--- src/rtl/bounce_ctrl.sv ---
// bounce_ctrl: vertical gravity/bounce engine for one sprite (IDLE/DOWN/UP/BOTTOM/BOUNCE).
// Ports: clk, rst (async, active-high), start/y_init launch; y_pos, busy, state_o, bounce_cnt (all registered).
// Optional macro BOUNCE_RESTART_EN: when defined, start relaunches from any state, not only IDLE.
module bounce_ctrl #(
  parameter int Y_W         = 10,
  parameter int VEL_W       = 8,
  parameter int Y_FLOOR     = 537,
  parameter int TICK_DIV    = 1000000,
  parameter int LOSS_SHIFT  = 2,
  parameter int V_MIN       = 2,
  parameter int BOTTOM_HOLD = 4
) (
  input  logic           clk,
  input  logic           rst,
  input  logic           start,
  input  logic [Y_W-1:0] y_init,
  output logic [Y_W-1:0] y_pos,
  output logic           busy,
  output logic [2:0]     state_o,
  output logic [7:0]     bounce_cnt
);

  localparam logic [2:0] S_IDLE   = 3'd0;
  localparam logic [2:0] S_DOWN   = 3'd1;
  localparam logic [2:0] S_UP     = 3'd2;
  localparam logic [2:0] S_BOTTOM = 3'd3;
  localparam logic [2:0] S_BOUNCE = 3'd4;

  localparam int TW = (TICK_DIV > 1) ? $clog2(TICK_DIV) : 1;
  localparam int HW = $clog2(BOTTOM_HOLD + 1);
  // Wide enough that y_pos + velocity can never wrap.
  localparam int SW = Y_W + VEL_W + 1;

  localparam logic [Y_W-1:0]   FLOOR_Y   = Y_W'(Y_FLOOR);
  localparam logic [TW-1:0]    TICK_LAST = TW'(TICK_DIV - 1);
  localparam logic [HW-1:0]    HOLD_LAST = HW'(BOTTOM_HOLD - 1);
  localparam logic [VEL_W-1:0] VEL_MAX   = {VEL_W{1'b1}};
  localparam logic [VEL_W-1:0] VMIN_V    = VEL_W'(V_MIN);

  logic [2:0]       state, state_n;
  logic [VEL_W-1:0] vel, vel_n;
  logic [Y_W-1:0]   y_n;
  logic [7:0]       cnt_n;
  logic [TW-1:0]    tick_cnt;
  logic [HW-1:0]    hold, hold_n;
  logic             tick, tick_clr, accept;
  logic [VEL_W-1:0] v_inc, v_loss;
  logic [SW-1:0]    y_sum;

  assign state_o = state;
  assign tick    = busy && (tick_cnt == TICK_LAST);

`ifdef BOUNCE_RESTART_EN
  assign accept = start;
`else
  assign accept = start && (state == S_IDLE);
`endif

  always_comb begin
    state_n  = state;
    y_n      = y_pos;
    vel_n    = vel;
    cnt_n    = bounce_cnt;
    hold_n   = hold;
    v_inc    = (vel == VEL_MAX) ? vel : vel + VEL_W'(1);
    v_loss   = vel - (vel >> LOSS_SHIFT);
    y_sum    = SW'(y_pos) + SW'(v_inc);

    // A launch overrides whatever the current state would do this cycle.
    if (accept) begin
      y_n     = (y_init > FLOOR_Y) ? FLOOR_Y : y_init;
      vel_n   = '0;
      cnt_n   = '0;
      hold_n  = '0;
      state_n = S_DOWN;
    end else begin
      case (state)
        S_DOWN: begin
          if (tick) begin
            vel_n = v_inc;
            if (y_sum >= SW'(Y_FLOOR)) begin
              y_n     = FLOOR_Y;
              hold_n  = '0;
              state_n = S_BOTTOM;
            end else begin
              y_n = y_sum[Y_W-1:0];
            end
          end
        end
        S_BOTTOM: begin
          if (tick) begin
            if (hold == HOLD_LAST) state_n = S_BOUNCE;
            else                   hold_n  = hold + HW'(1);
          end
        end
        S_BOUNCE: begin
          cnt_n = (bounce_cnt == 8'hFF) ? bounce_cnt : bounce_cnt + 8'd1;
          if (v_loss < VMIN_V) begin
            vel_n   = '0;
            state_n = S_IDLE;
          end else begin
            vel_n   = v_loss;
            state_n = S_UP;
          end
        end
        S_UP: begin
          if (tick) begin
            if (vel == '0) begin
              state_n = S_DOWN;
            end else if (SW'(y_pos) > SW'(vel)) begin
              // vel < y_pos here, so it fits in Y_W bits.
              y_n   = Y_W'(SW'(y_pos) - SW'(vel));
              vel_n = vel - VEL_W'(1);
            end else begin
              y_n   = '0;
              vel_n = '0;
            end
          end
        end
        default: state_n = state;
      endcase
    end

    tick_clr = accept || (state_n == S_IDLE);
  end

  always_ff @(posedge clk or posedge rst) begin
    if (rst) begin
      state      <= S_IDLE;
      y_pos      <= '0;
      vel        <= '0;
      busy       <= 1'b0;
      bounce_cnt <= '0;
      tick_cnt   <= '0;
      hold       <= '0;
    end else begin
      state      <= state_n;
      busy       <= (state_n != S_IDLE);
      y_pos      <= y_n;
      vel        <= vel_n;
      bounce_cnt <= cnt_n;
      hold       <= hold_n;
      if (tick_clr)  tick_cnt <= '0;
      else if (busy) tick_cnt <= tick ? '0 : tick_cnt + TW'(1);
    end
  end

endmodule

--- config.mk ---
export PLATFORM = sky130hd
export DESIGN_NAME = bounce_ctrl
export DESIGN_NICKNAME = d
export VERILOG_FILES = /design/src/rtl/bounce_ctrl.sv
export SDC_FILE = /design/constraint.sdc
export NUM_CORES = 1
export LEC_CHECK = 0
export BUFFER_PORTS_ARGS = -buffer_cell sky130_fd_sc_hd__buf_4
export CAP_MARGIN = 5
export CORE_MARGIN = 10
export CORE_UTILIZATION = 40
export DETAILED_ROUTE_END_ITERATION = 8
export GPL_TIMING_DRIVEN = 0
export HOLD_SLACK_MARGIN = 0.06
export PLACE_DENSITY = 0.54
export RECOVER_POWER = 100
export SYNTH_ARGS = -nofsm -noshare
export SYNTH_HDL_FRONTEND = slang
export SYNTH_SLANG_ARGS = --single-unit
--- constraint.sdc ---
create_clock -name clk -period 10.5 [get_ports clk]
set_clock_uncertainty 0.15 [all_clocks]
set_input_delay 1.05 -clock clk [delete_from_list [all_inputs] [get_ports clk]]
set_output_delay 1.05 -clock clk [all_outputs]
set_load 0.1 [all_outputs]
* Word level (Yosys, flattened, before mapping)
Index checks and enable logic that the tools add are counted.
Cells by class: add/subtract/negate cells 8, reductions and logical operators 16, eq/ne operators 15, multiplexer cells 37, $lt $le $gt $ge 4
Operator list (count):
- $mux 8 | 10
- $mux 10 | 7
- $mux 20 | 3
- $mux 3 | 12
- $pmux 8 s3 | 1
- $add 20x1->20 const B | 1
- $eq 20x20->1 const B | 1
- $pmux 10 s2 | 1
- $ne 3x3->1 const B | 6
- $add 8x1->8 const B | 2
- $eq 8x8->1 const B | 2
- $pmux 3 s4 | 1
- $add 10x8->11 | 1
- $ge 11x10->1 const B | 1
- $gt 10x10->1 const B | 1
- $gt 10x8->1 | 1
- $sub 10x8->10 | 1
- $eq 3x2->1 const B | 3
- $reduce_bool 3->1 | 3
- $logic_not 8->1 | 1
- $lt 8x2->1 const B | 1
- $reduce_and 4->1 | 2
- $sub 8x1->8 const B | 1
- $sub 8x6->8 | 1
- other kinds (13) | 16
Storage, ports and cells: bits in registers 53, word-level logic and storage cells 87, output and inout port bits 22

* Depth between registers and ports, before layout
Gate-level depths: netlist of the first run.
depth in word-level cells 11, gate-level depth with buffers 16, mapped depth without buffers 14

* Worst setup path after synthesis of the first run
OpenSTA, ideal clock, no wires.
path kind register to register, start point register vel[1], end point register hold[0], path buffers 1, data required time 10.286 ns, setup slack 6.605 ns, cell stages (with the launch flop) 15, library setup time 0.064 ns, arrival time 3.680 ns, cell sequence dfrtp_1 ha_1 and2_1 clkbuf_1 nand4_1 xnor2_1 ha_1 fa_1 and4_1 a2111oi_0 nand3_1 a2111o_1 o31ai_2 o311a_1 mux2_4
On the way: word-level cells in the longest chain between the ends 6, elaborated cells between the ends (all ways) 7, classes of those cells 2 x add/sub; 1 x order compare; 2 x eq/ne; 1 x mux; 1 x reduce/logical
Ends and longest elaborated chain:
- from (decl) | line 41 | logic [VEL_W-1:0] vel, vel_n;
- from (signal assigned) | line 140 | vel <= vel_n;
- $add 8x1->8 or $eq 8x8->1 (tied branches) | line 65 | v_inc = (vel == VEL_MAX) ? vel : vel + VEL_W'(1);
- $mux 8 * | line 65
- $add 10x8->11 * | line 67 | y_sum = SW'(y_pos) + SW'(v_inc);
- $ge 11x10->1 * | line 81 | if (y_sum >= SW'(Y_FLOOR)) begin
- $ne 3x3->1 (no line) *
- $reduce_and 5->1 (no line) *
- to (signal assigned) | line 142 | hold <= hold_n;
- to (decl) | line 45 | logic [HW-1:0] hold, hold_n;
Every way passes the cells marked *; elsewhere a longest branch is shown, timed or not. A chain may end at the register's enable or synchronous reset.

* Worst setup path in the final report of the first run
start point register vel[1], end point register state[1], in the netlist state_o[1]
On the way: word-level cells in the longest chain between the ends 8, elaborated cells between the ends (all ways) 15, classes of those cells 3 x add/sub; 2 x order compare; 1 x eq/ne; 8 x mux; 1 x reduce/logical
Ends and longest elaborated chain:
- $add 8x1->8 or $eq 8x8->1 (tied branches) | line 65
- $mux 8 | line 65
- $add 10x8->11 | line 67
- $ge 11x10->1 | line 81
- $mux 3 | line 81
- $mux 3 | line 79 | if (tick) begin
- $pmux 3 s4 * | line 77 | case (state)
- $mux 3 * | line 70 | if (accept) begin
- net state_n[1] | line 40 | logic [2:0] state, state_n;
- to (signal assigned) | line 137 | state <= state_n;
- to (decl) | line 40
Mark *: on every way through the listed nets, which the timed path passes. The rest lies on a longest branch.

==> results by group, run 1 <==
Status
  – Outcome: finished, violations left
  – Failing checks: max-capacitance violations, max-slew violations

Cells and area
  – Area Growth Syn to Fin: 9.765%
  – Layout Utilization: 44.76%
  – Share of cells above drive strength 1: 5.458%
  – Fill count: 1118
  – Diodes inserted: 0
  – Layout Nets: 612

Worst setup path
  – Critical path capture point type: flop
  – Critical Path Source Type: flop
  – CP arrival: 5.23 ns
  – Cell mode on critical path: ha_1
  – Worst stage delay on the critical path: 0.70 ns
  – Critical path class: flop to flop
  – Critical-path cell list: ha_1 -> and2_0 -> clkbuf_1 -> nand4_1 -> nand2b_1 -> nor3_1 -> xnor2_1 -> ha_1 -> nor2b_1 -> a2111oi_0 -> nand3_1 -> a2111o_1 -> o31ai_1 -> or4_1 -> o311ai_0
  – Critical Path RT: 10.54 ns
  – Crit-path slowest cell: o31ai_1
  – Maximum fanout along the worst path: 7
  – Worst R2R Path Depth: 15

Routing
  – Residual DRC: 0
  – DRT Wirelength: 13.38 mm
  – Routed len/inst: 18.89 um
  – Routed vias/inst: 5.965
  – Via count: 4223
  – Post-DRT Antenna Nets: 0
  – Detailed Routing Iterations Pass 1: 7
  – 1st-iter DRT viols: 364

Placed design
  – Global placement routability congestion: 0.9021
  – Port Buffers: 34
  – Hpwl dp: 10.20 mm
  – Pre-CTS WS: 5.741 ns

Logic synthesis
  – Syn Inst Count: 525
  – Synthesized cell area: 0.004420 mm^2
  – Post-synthesis compound-gate area fraction: 23.44%
  – Ys async rst share: 100.0%
  – Synth warn: 0
  – Syn_area_per_cell: 8.420 um^2
  – Register area share after synthesis: 30.00%
  – Synth top area cells: dfrtp_1 30%, ha_1 8.2%, o21ai_0 4.4%
  – Flop and latch count out of synthesis: 53
  – Mux share of post-synthesis cell area: 1.047%
  – Cell taking the most area after synthesis: dfrtp_1
  – Xor/xnor share of the synthesized area: 8.123%
  – Post-Synth Adder-Cell Area: 9.567%
  – Dominant synthesized flop cell: dfrtp_1
  – Syn_nets: 570
  – Number of synthesized flops with an enable pin: 0
  – Largest family of logic cells by synthesized area: simple AND/OR/NAND/NOR gates
  – Post-synth top area share: 30.00%
  – Post-synth cell types: 72
  – Synth Area in Simple Gates: 23.89%

Clocking
  – Worst-path clk slew: 0.11 ns
  – Root buffer cell: clkbuf_8
  – Post-CTS setup buffers: 0
  – H-tree depth: 2
  – CTS buffer count: 5
  – Worst-Skew Late Latency: 0.35 ns
  – Clock sinks: 53
  – TritonCTS clock tree: done
  – # hold bufs at CTS: 0
  – PostCTS Resize Cnt: 0
  – Clock buffer depth: 2

Hold path
  – Hold path depth: 1
  – HP Class: flop to flop

Timing
  – Worst Tran Pin Value: 1.609 ns
  – Rel. slew slack: -7.256%
  – Tcrit/Tclk final: 49.40%
  – Unrepaired setup endpoints after global routing: no
  – Post-layout minimum cycle time: 5.187 ns
  – Post-route worst setup slack: 5.313 ns
  – Final setup violation count: 0
  – F_max: 192.8 MHz
  – Final hold viol count: 0
  – Slew Viols, Final: 34
  – Setup Total Neg Slack: 0 ns

GRT
  – First-pass GRT wire length: 21.72 mm
  – Total congestion overflow: 0
  – Pin count of the biggest net entering global routing: 29
  – Vias in the first global route: 4059
  – Initial antenna violation count: 0
  – GRT Overall Usage: 16.73%

Floorplanning
  – Site row count: 38
  – Core box area: 0.01084 mm^2
  – Top-Level Pins: 35
  – Die area: 0.01566 mm^2
  – Initial Utilization: 40.78%
  – Die width: 125.1 um
  – Die Ht: 125.1 um

Power
  – Leak: 2.072 nW
  – PD cells: 72.25 mW/mm^2
  – Total power: 0.3506 mW
  – VDD IR max: 0.06004 mV

Job
  – Max Cap Viol: 2
-- power breakdown --
group / total [mW] / switching (mW) / leakage, nW / internal [mW]
Clock: 0.137 / 0.0821 / 0.0478 / 0.0546
Combinational: 0.00986 / 0.00648 / 1.41 / 0.00338
Sequential: 0.204 / 0 / 0.611 / 0.204
Total: 0.351 / 0.0886 / 2.07 / 0.262
-- cells in the mapped netlist, types with 6 or more instances --
cell,number
clkbuf_1,17
a21o_1,10
xnor2_1,20
dfrtp_1,53
nor2_1,43
nand2b_1,6
xor2_1,21
o22ai_1,8
o21a_1,8
nand2_1,38
and3_1,11
a21oi_1,27
nand4_1,6
o21ai_0,39
a31oi_1,10
nor3_1,29
and2_1,6
inv_1,21
nand3_1,19
nor2b_1,7
ha_1,29
-- registers in the layout (all words and copies together) (netlist names) --
name,count
tick_cnt,20
y_pos,10
bounce_cnt,8
vel,8
hold,3
state_o,3
busy,1
-- cells by family (layout without fill, tap and decap cells) --
group,after synthesis,after routing
buf+inv,44,87
flops,53,53
compound gates,154,154
simple gates,197,197
fa+ha+maj,32,32
mux,4,4
xor+xnor,41,41
-- layer usage --
metal	global-route usage (%)	vias to the layer above	share of wire, %
met3	3.464	14	5.7
met5	0	-	0
met4	4.878	0	1.6
met1	22.55	2056	46
li1	-	2028	-
met2	26.32	125	46
-- path summary, 6_finish.rpt --
check | start | to | slack [ns]
min | hold[2] | hold[2] | 0.36
max reg2reg | vel[1] | state_o[1] | 5.31
max | vel[1] | state_o[1] | 5.31
min in group asynchronous | rst | tick_cnt[16] | 0.82
min reg2reg | hold[2] | hold[2] | 0.36
max in group asynchronous | rst | y_pos[7] | 7.35
-- placed cells by master (no fill, tap or decap), drive strengths merged, types with 7 or more instances in the layout --
| cell | count |
|---|---|
| nor2 | 44 |
| a31oi | 10 |
| o21ai | 39 |
| nor2b | 7 |
| nand2 | 38 |
| nand4 | 8 |
| xor2 | 21 |
| buf | 14 |
| and3 | 11 |
| clkbuf | 50 |
| nor3 | 29 |
| o22ai | 8 |
| inv | 22 |
| nand3 | 19 |
| xnor2 | 20 |
| ha | 29 |
| dfrtp | 53 |
| and2 | 7 |
| a21oi | 27 |
| a21o | 10 |
| o21a | 8 |
-- cell type report --
class	instances	area [um^2]	share of cell area, %
Timing Repair Buffer	35	176.4	3.636
Multi-Input combinational cell	428	2903	59.82
Sequential cell	53	1326	27.33
Clock buffer	6	82.58	1.702
Inverter	21	78.83	1.625
Buffer	23	93.84	1.934
Clock inverter	2	16.27	0.3352
Tap cell	140	175.2	3.610
-- critical path: cells and delay by family, from the launching register on --
kind	cells	cell delay, ns
simple gates	7	1.45
fa+ha+maj	2	0.59
buf+inv	1	0.26
xor+xnor	1	0.28
flops	1	0.51
compound gates	4	1.78
-- through the flow --
stage          cells  hold WS, ns  instance area [um^2]
2_1_floorplan    525       0.3061                  4420
3_3_place_gp     699       0.3236                  4851
3_5_place_dp     700       0.3336                  4877
4_1_cts          708       0.3615                  4976
5_1_grt          708       0.3768                  4852
6_report         708       0.3577                  4852
(Power assumes the default switching activity.)
==> inputs of run 2 (changes only) <==
--- a/config.mk
+++ b/config.mk
@@ -12,7 +12,7 @@
 export DETAILED_ROUTE_END_ITERATION = 8
 export GPL_TIMING_DRIVEN = 0
 export HOLD_SLACK_MARGIN = 0.06
-export PLACE_DENSITY = 0.54
+export PLACE_DENSITY = 0.56
 export RECOVER_POWER = 100
 export SYNTH_ARGS = -nofsm -noshare
 export SYNTH_HDL_FRONTEND = slang
==> constraint.sdc (replaced) <==
create_clock -name clk -period 4.3 [get_ports clk]
set_clock_uncertainty 0.15 [all_clocks]
set_input_delay 0.43 -clock clk [delete_from_list [all_inputs] [get_ports clk]]
set_output_delay 0.43 -clock clk [all_outputs]
set_load 0.1 [all_outputs]
==> run 2 against run 1 <==
- the run still ends with max-capacitance violations, max-slew violations left
- flip-flop and latch count unchanged
- via count up 0.24%
- critical path depth stayed put
- worst setup slack worse by 5.2 ns
- non-clock buffer count is 6 higher
- clock power rose to 2.7 times the previous value
- wire length down 1.9%
==> results by group, run 2 (synthesis gave the netlist of run 1 again) <==
Status
  – Outcome: finished, violations left
  – Failing checks: max-capacitance violations, max-slew violations

GRT
  – Initial antenna violation count: 0
  – Vias in the first global route: 4062
  – First-pass GRT wire length: 21.64 mm
  – Pin count of the biggest net entering global routing: 36
  – Total congestion overflow: 0
  – GRT Overall Usage: 16.51%

Routing
  – Detailed Routing Iterations Pass 1: 5
  – Post-DRT Antenna Nets: 0
  – Routed vias/inst: 5.937
  – Via count: 4233
  – Residual DRC: 0
  – 1st-iter DRT viols: 400
  – Routed len/inst: 18.41 um
  – DRT Wirelength: 13.13 mm

Cells and area
  – Layout Cells excl Fill: 713
  – Area Growth Syn to Fin: 12.09%
  – Layout Utilization: 45.71%
  – Most frequent cells in the layout: 51 x dfrtp_1, 44 x nor2_1, 42 x clkbuf_1
  – Top reg by flops: tick_cnt
  – Share of cells above drive strength 1: 7.679%
  – Diodes inserted: 0
  – Fill count: 1116
  – Layout Nets: 618
  – Top Registers: tick_cnt x20, y_pos x10
  – Commonest non-fill, non-tap cell in the layout: dfrtp_1
  – Final instance area: 0.004955 mm^2
  – Largest register FFs: 20

Timing
  – WHS: 0.2216 ns
  – Slew Viols, Final: 43
  – Setup Total Neg Slack: 0 ns
  – Post-layout minimum cycle time: 4.162 ns
  – Post-route worst setup slack: 0.1379 ns
  – Worst Tran Pin Value: 2.108 ns
  – F_max: 240.3 MHz
  – Final setup violation count: 0
  – Final hold viol count: 0
  – Tcrit/Tclk final: 96.79%
  – Unrepaired setup endpoints after global routing: no
  – Rel. slew slack: -40.53%

Clocking
  – H-tree depth: 2
  – TritonCTS clock tree: done
  – Clock buffer depth: 2
  – CTS buffer count: 5
  – Worst-path clk slew: 0.11 ns
  – Root buffer cell: clkbuf_8
  – Clock sinks: 53
  – Worst-Skew Late Latency: 0.34 ns

Placed design
  – Pre-CTS WS: -0.4805 ns
  – Hpwl dp: 10.02 mm
  – Area of placed instances: 0.004877 mm^2
  – Placed cell count: 700
  – Global placement routability congestion: 0.9746
  – Port Buffers: 34

Hold path
  – Hold path depth: 3
  – HP Class: input pin to flop

Power
  – PD cells: 179.5 mW/mm^2
  – Total power: 0.8895 mW
  – VDD IR max: 0.1379 mV
  – Leak: 2.133 nW

Floorplanning
  – Core box area: 0.01084 mm^2
  – Die width: 125.1 um
  – Die area: 0.01566 mm^2
  – Top-Level Pins: 35
  – Site row count: 38
  – Die Ht: 125.1 um
  – Initial Utilization: 40.78%

Worst setup path
  – Critical Path RT: 4.38 ns
  – CP arrival: 4.24 ns
  – Critical Path Source Type: flop
  – Critical path class: flop to flop
  – Critical path capture point type: flop
  – Worst R2R Path Depth: 15
  – Maximum fanout along the worst path: 9

Job
  – Max Cap Viol: 2
## run 2: timing repair
action / 4_1_cts / 5_1_grt
pin swaps: 2 / 5
hold buffers: 1 / 0
resized for setup: 6 / 10
endpoints found under the setup margin: 9 / 9
buffers inserted: 4 / 2
hold endpoints to repair: 18 / 0
## run 2: where the power goes
part,total (mW),internal [mW],switching [mW]
clock network,0.366,0.173,0.193
logic,0.0253,0.00882,0.0165
registers,0.498,0.498,0
total,0.890,0.680,0.210
## run 2: metal layers
layer  track usage (%)  vias to the layer above  wire, um
li1                  -                     2040         -
met1             22.36                     2031      6072
met2             26.04                      147      5985
met3             3.338                       15       887
met4             4.472                        0       182
met5                 0                        -         0
## run 2: area by class of cell
class	count	area (um^2)	share of cell area, %
Tap cell	140	175.2	3.535
Buffer	22	95.09	1.919
Multi-Input combinational cell	428	2942	59.37
Sequential cell	53	1329	26.82
Inverter	21	78.83	1.591
Clock inverter	2	38.79	0.7828
Clock buffer	5	68.82	1.389
Timing Repair Buffer	42	227.7	4.596
## run 2: worst paths after layout
kind	from	to	slack (ns)
worst max register to register	vel[0]	hold[0]	0.14
worst min-delay path	y_init[2]	y_pos[2]	0.22
worst min register to register	hold[2]	hold[2]	0.35
max in group asynchronous	rst	vel[1]	0.82
min in group asynchronous	rst	tick_cnt[15]	0.62
worst max-delay path	vel[0]	hold[0]	0.14
## run 2: worst max-delay path: stages, from the launching register on
cell and delay, ns:
dfrtp_2 0.47, ha_1 0.23, and2_4 0.19, nand4_1 0.22, nand2b_1 0.14, nor3_1 0.19
xnor2_1 0.15, ha_1 0.21, clkbuf_1 0.18, or3_1 0.38, a211oi_1 0.32, o21bai_1 0.17
xnor2_2 0.23, o31ai_4 0.12, o311a_1 0.41, mux2_4 0.27
==> inputs of run 3 (changes only) <==
--- a/config.mk
+++ b/config.mk
@@ -14,6 +14,7 @@
 export HOLD_SLACK_MARGIN = 0.06
 export PLACE_DENSITY = 0.56
 export RECOVER_POWER = 100
+export SETUP_SLACK_MARGIN = 0.15
 export SYNTH_ARGS = -nofsm -noshare
 export SYNTH_HDL_FRONTEND = slang
 export SYNTH_SLANG_ARGS = --single-unit
==> run 3 against run 2 <==
- total power fell by 0.16%
- the flow still finishes with violations (max-capacitance violations, max-slew violations)
- global-route usage up 0.23 points
- via count rose by 2.2%
- fmax is 1.0% higher
==> results by group, run 3 (synthesis gave the netlist of run 1 again) <==
Cells and area
  – Layout Nets: 629
  – FF/Latch Area: 0.001329 mm^2
  – Diodes inserted: 0
  – Multi-input gate area: 0.003044 mm^2
  – Most frequent cells in the layout: 51 x dfrtp_1, 44 x nor2_1, 42 x clkbuf_1
  – Top reg by flops: tick_cnt
  – Commonest non-fill, non-tap cell in the layout: dfrtp_1
  – Largest register FFs: 20
  – Area Growth Syn to Fin: 16.53%
  – Top Registers: tick_cnt x20, y_pos x10
  – Share of cells above drive strength 1: 11.30%
  – Fill count: 1094
  – Layout Utilization: 47.52%
  – Layout Cells excl Fill: 724

Clocking
  – Worst-path clk slew: 0.11 ns
  – Clock sinks: 53
  – Root buffer cell: clkbuf_8
  – H-tree depth: 2
  – TritonCTS clock tree: done
  – Worst-Skew Late Latency: 0.34 ns
  – CTS buffer count: 5
  – Clock buffer depth: 2

Timing
  – Tcrit/Tclk final: 95.81%
  – Post-layout minimum cycle time: 4.120 ns
  – Rel. slew slack: -41.40%
  – F_max: 242.7 MHz
  – Final hold viol count: 0
  – Slew Viols, Final: 36
  – Unrepaired setup endpoints after global routing: yes
  – Worst Tran Pin Value: 2.121 ns
  – Final setup violation count: 0
  – WHS: 0.2263 ns

Power
  – Leak: 2.215 nW
  – VDD IR max: 0.1368 mV
  – PD cells: 172.4 mW/mm^2

Worst setup path
  – CP arrival: 4.21 ns
  – Critical Path RT: 4.39 ns
  – Worst R2R Setup Slack: 0.18 ns
  – Reg2Reg Capture Point: y_pos[0]
  – Worst R2R Path Depth: 16
  – Worst r2r src: vel[0]
  – Critical Path Source Type: flop
  – Critical path class: flop to flop
  – Critical path capture point type: flop
  – Maximum fanout along the worst path: 7

Floorplanning
  – Top-Level Pins: 35
  – Core box area: 0.01084 mm^2
  – Site row count: 38
  – Initial Utilization: 40.78%
  – Die Ht: 125.1 um
  – Die area: 0.01566 mm^2
  – Die width: 125.1 um

Routing
  – 1st-iter DRT viols: 377
  – Routed len/inst: 18.69 um
  – DRT Wirelength: 13.53 mm
  – Post-DRT Antenna Nets: 0
  – Detailed Routing Iterations Pass 1: 5
  – Via count: 4325
  – Routed vias/inst: 5.974
  – Residual DRC: 0

GRT
  – Vias in the first global route: 4140
  – Met2 Usage GRT: 26.63%
  – Met1 usage in global routing: 22.53%
  – GRT Overall Usage: 16.74%
  – Met3 usage: 3.295%
  – GRT busiest layer: met2
  – Pin count of the biggest net entering global routing: 36
  – Total congestion overflow: 0
  – Initial antenna violation count: 0
  – First-pass GRT wire length: 21.93 mm

Job
  – Max Cap Viol: 1

Placed design
  – Placed cell count: 700
  – Hpwl dp: 10.02 mm
  – Port Buffers: 34
  – Global placement routability congestion: 0.9746

Status
  – Failing checks: max-capacitance violations, max-slew violations
  – Outcome: finished, violations left

Hold path
  – Hold path start: y_init[2]
  – HP Class: input pin to flop
  – Worst Hold End: y_pos[2]
  – Hold path depth: 3
-- run 3: cell count changes in the layout (fill, tap and decap cells not counted), sizes merged --
cell,previous run,this run
buf,18,29
-- run 3: metrics by stage --
step           setup WS (ns)  setup TNS [ns]  instance area (um^2)  total power, mW
6_report              0.1800               0                  5151           0.8882
5_1_grt              0.04505               0                  5151           0.9192
4_1_cts               0.1534               0                  5161           0.9009
3_5_place_dp         -0.4805          -3.630                  4877           0.5354
3_3_place_gp         -0.3755          -2.669                  4851           0.5326
2_1_floorplan         0.4053               0                  4420           0.5175
-- run 3: worst max path at each step --
stage | start | end | slack (ns) | cells after the start
after floorplan | vel[1] | hold[0] | 0.41 | 14
after global placement | vel[1] | state_o[1] | -0.38 | 15
after detailed placement | vel[1] | state_o[1] | -0.48 | 15
after CTS | vel[0] | y_pos[0] | 0.15 | 16
after global routing | vel[0] | y_pos[0] | 0.05 | 16
final | vel[0] | y_pos[0] | 0.18 | 16
-- run 3: worst max-delay path, cell delays in order (launching register included) --
cell and delay (ns):
dfrtp_2 0.44, ha_4 0.16, and2_1 0.15, buf_6 0.13, nand4_1 0.23, nand2b_1 0.14, buf_6 0.15, xnor2_4 0.21
ha_1 0.29, a21o_2 0.27, or3_1 0.38, o311a_1 0.14, a2111o_1 0.45, o31ai_4 0.26, buf_6 0.16, nand2b_1 0.06
a31o_2 0.23
-- run 3: layer usage --
layer,wire length (um),up-vias
li1,-,2066
met1,5977,2057
met2,6360,189
met3,1065,13
met4,129,0
met5,0,-
-- run 3: repair_timing --
action | CTS | global route
cloned | 0 | 0
setup buffers | 13 | 4
resized for setup | 16 | 24
endpoints found under the hold margin | 18 | 0
pin swaps | 5 | 8
setup endpoints to repair | 11 | 13
hold buffers | 1 | 0
-- run 3: power by group --
group / total [mW] / switching (mW) / internal (mW)
Combinational: 0.0254 / 0.0166 / 0.00882
Clock: 0.365 / 0.192 / 0.173
Sequential: 0.498 / 0 / 0.498
-- run 3: cell type report --
class,instances,share of cell area (%)
sequential,53,25.80
multi-input combinational,428,59.10
clock inverter,2,0.7530
timing repair buffer,53,6.097
inverter,21,1.530
buffer,22,1.992
tap,140,3.401
clock buffer,5,1.336
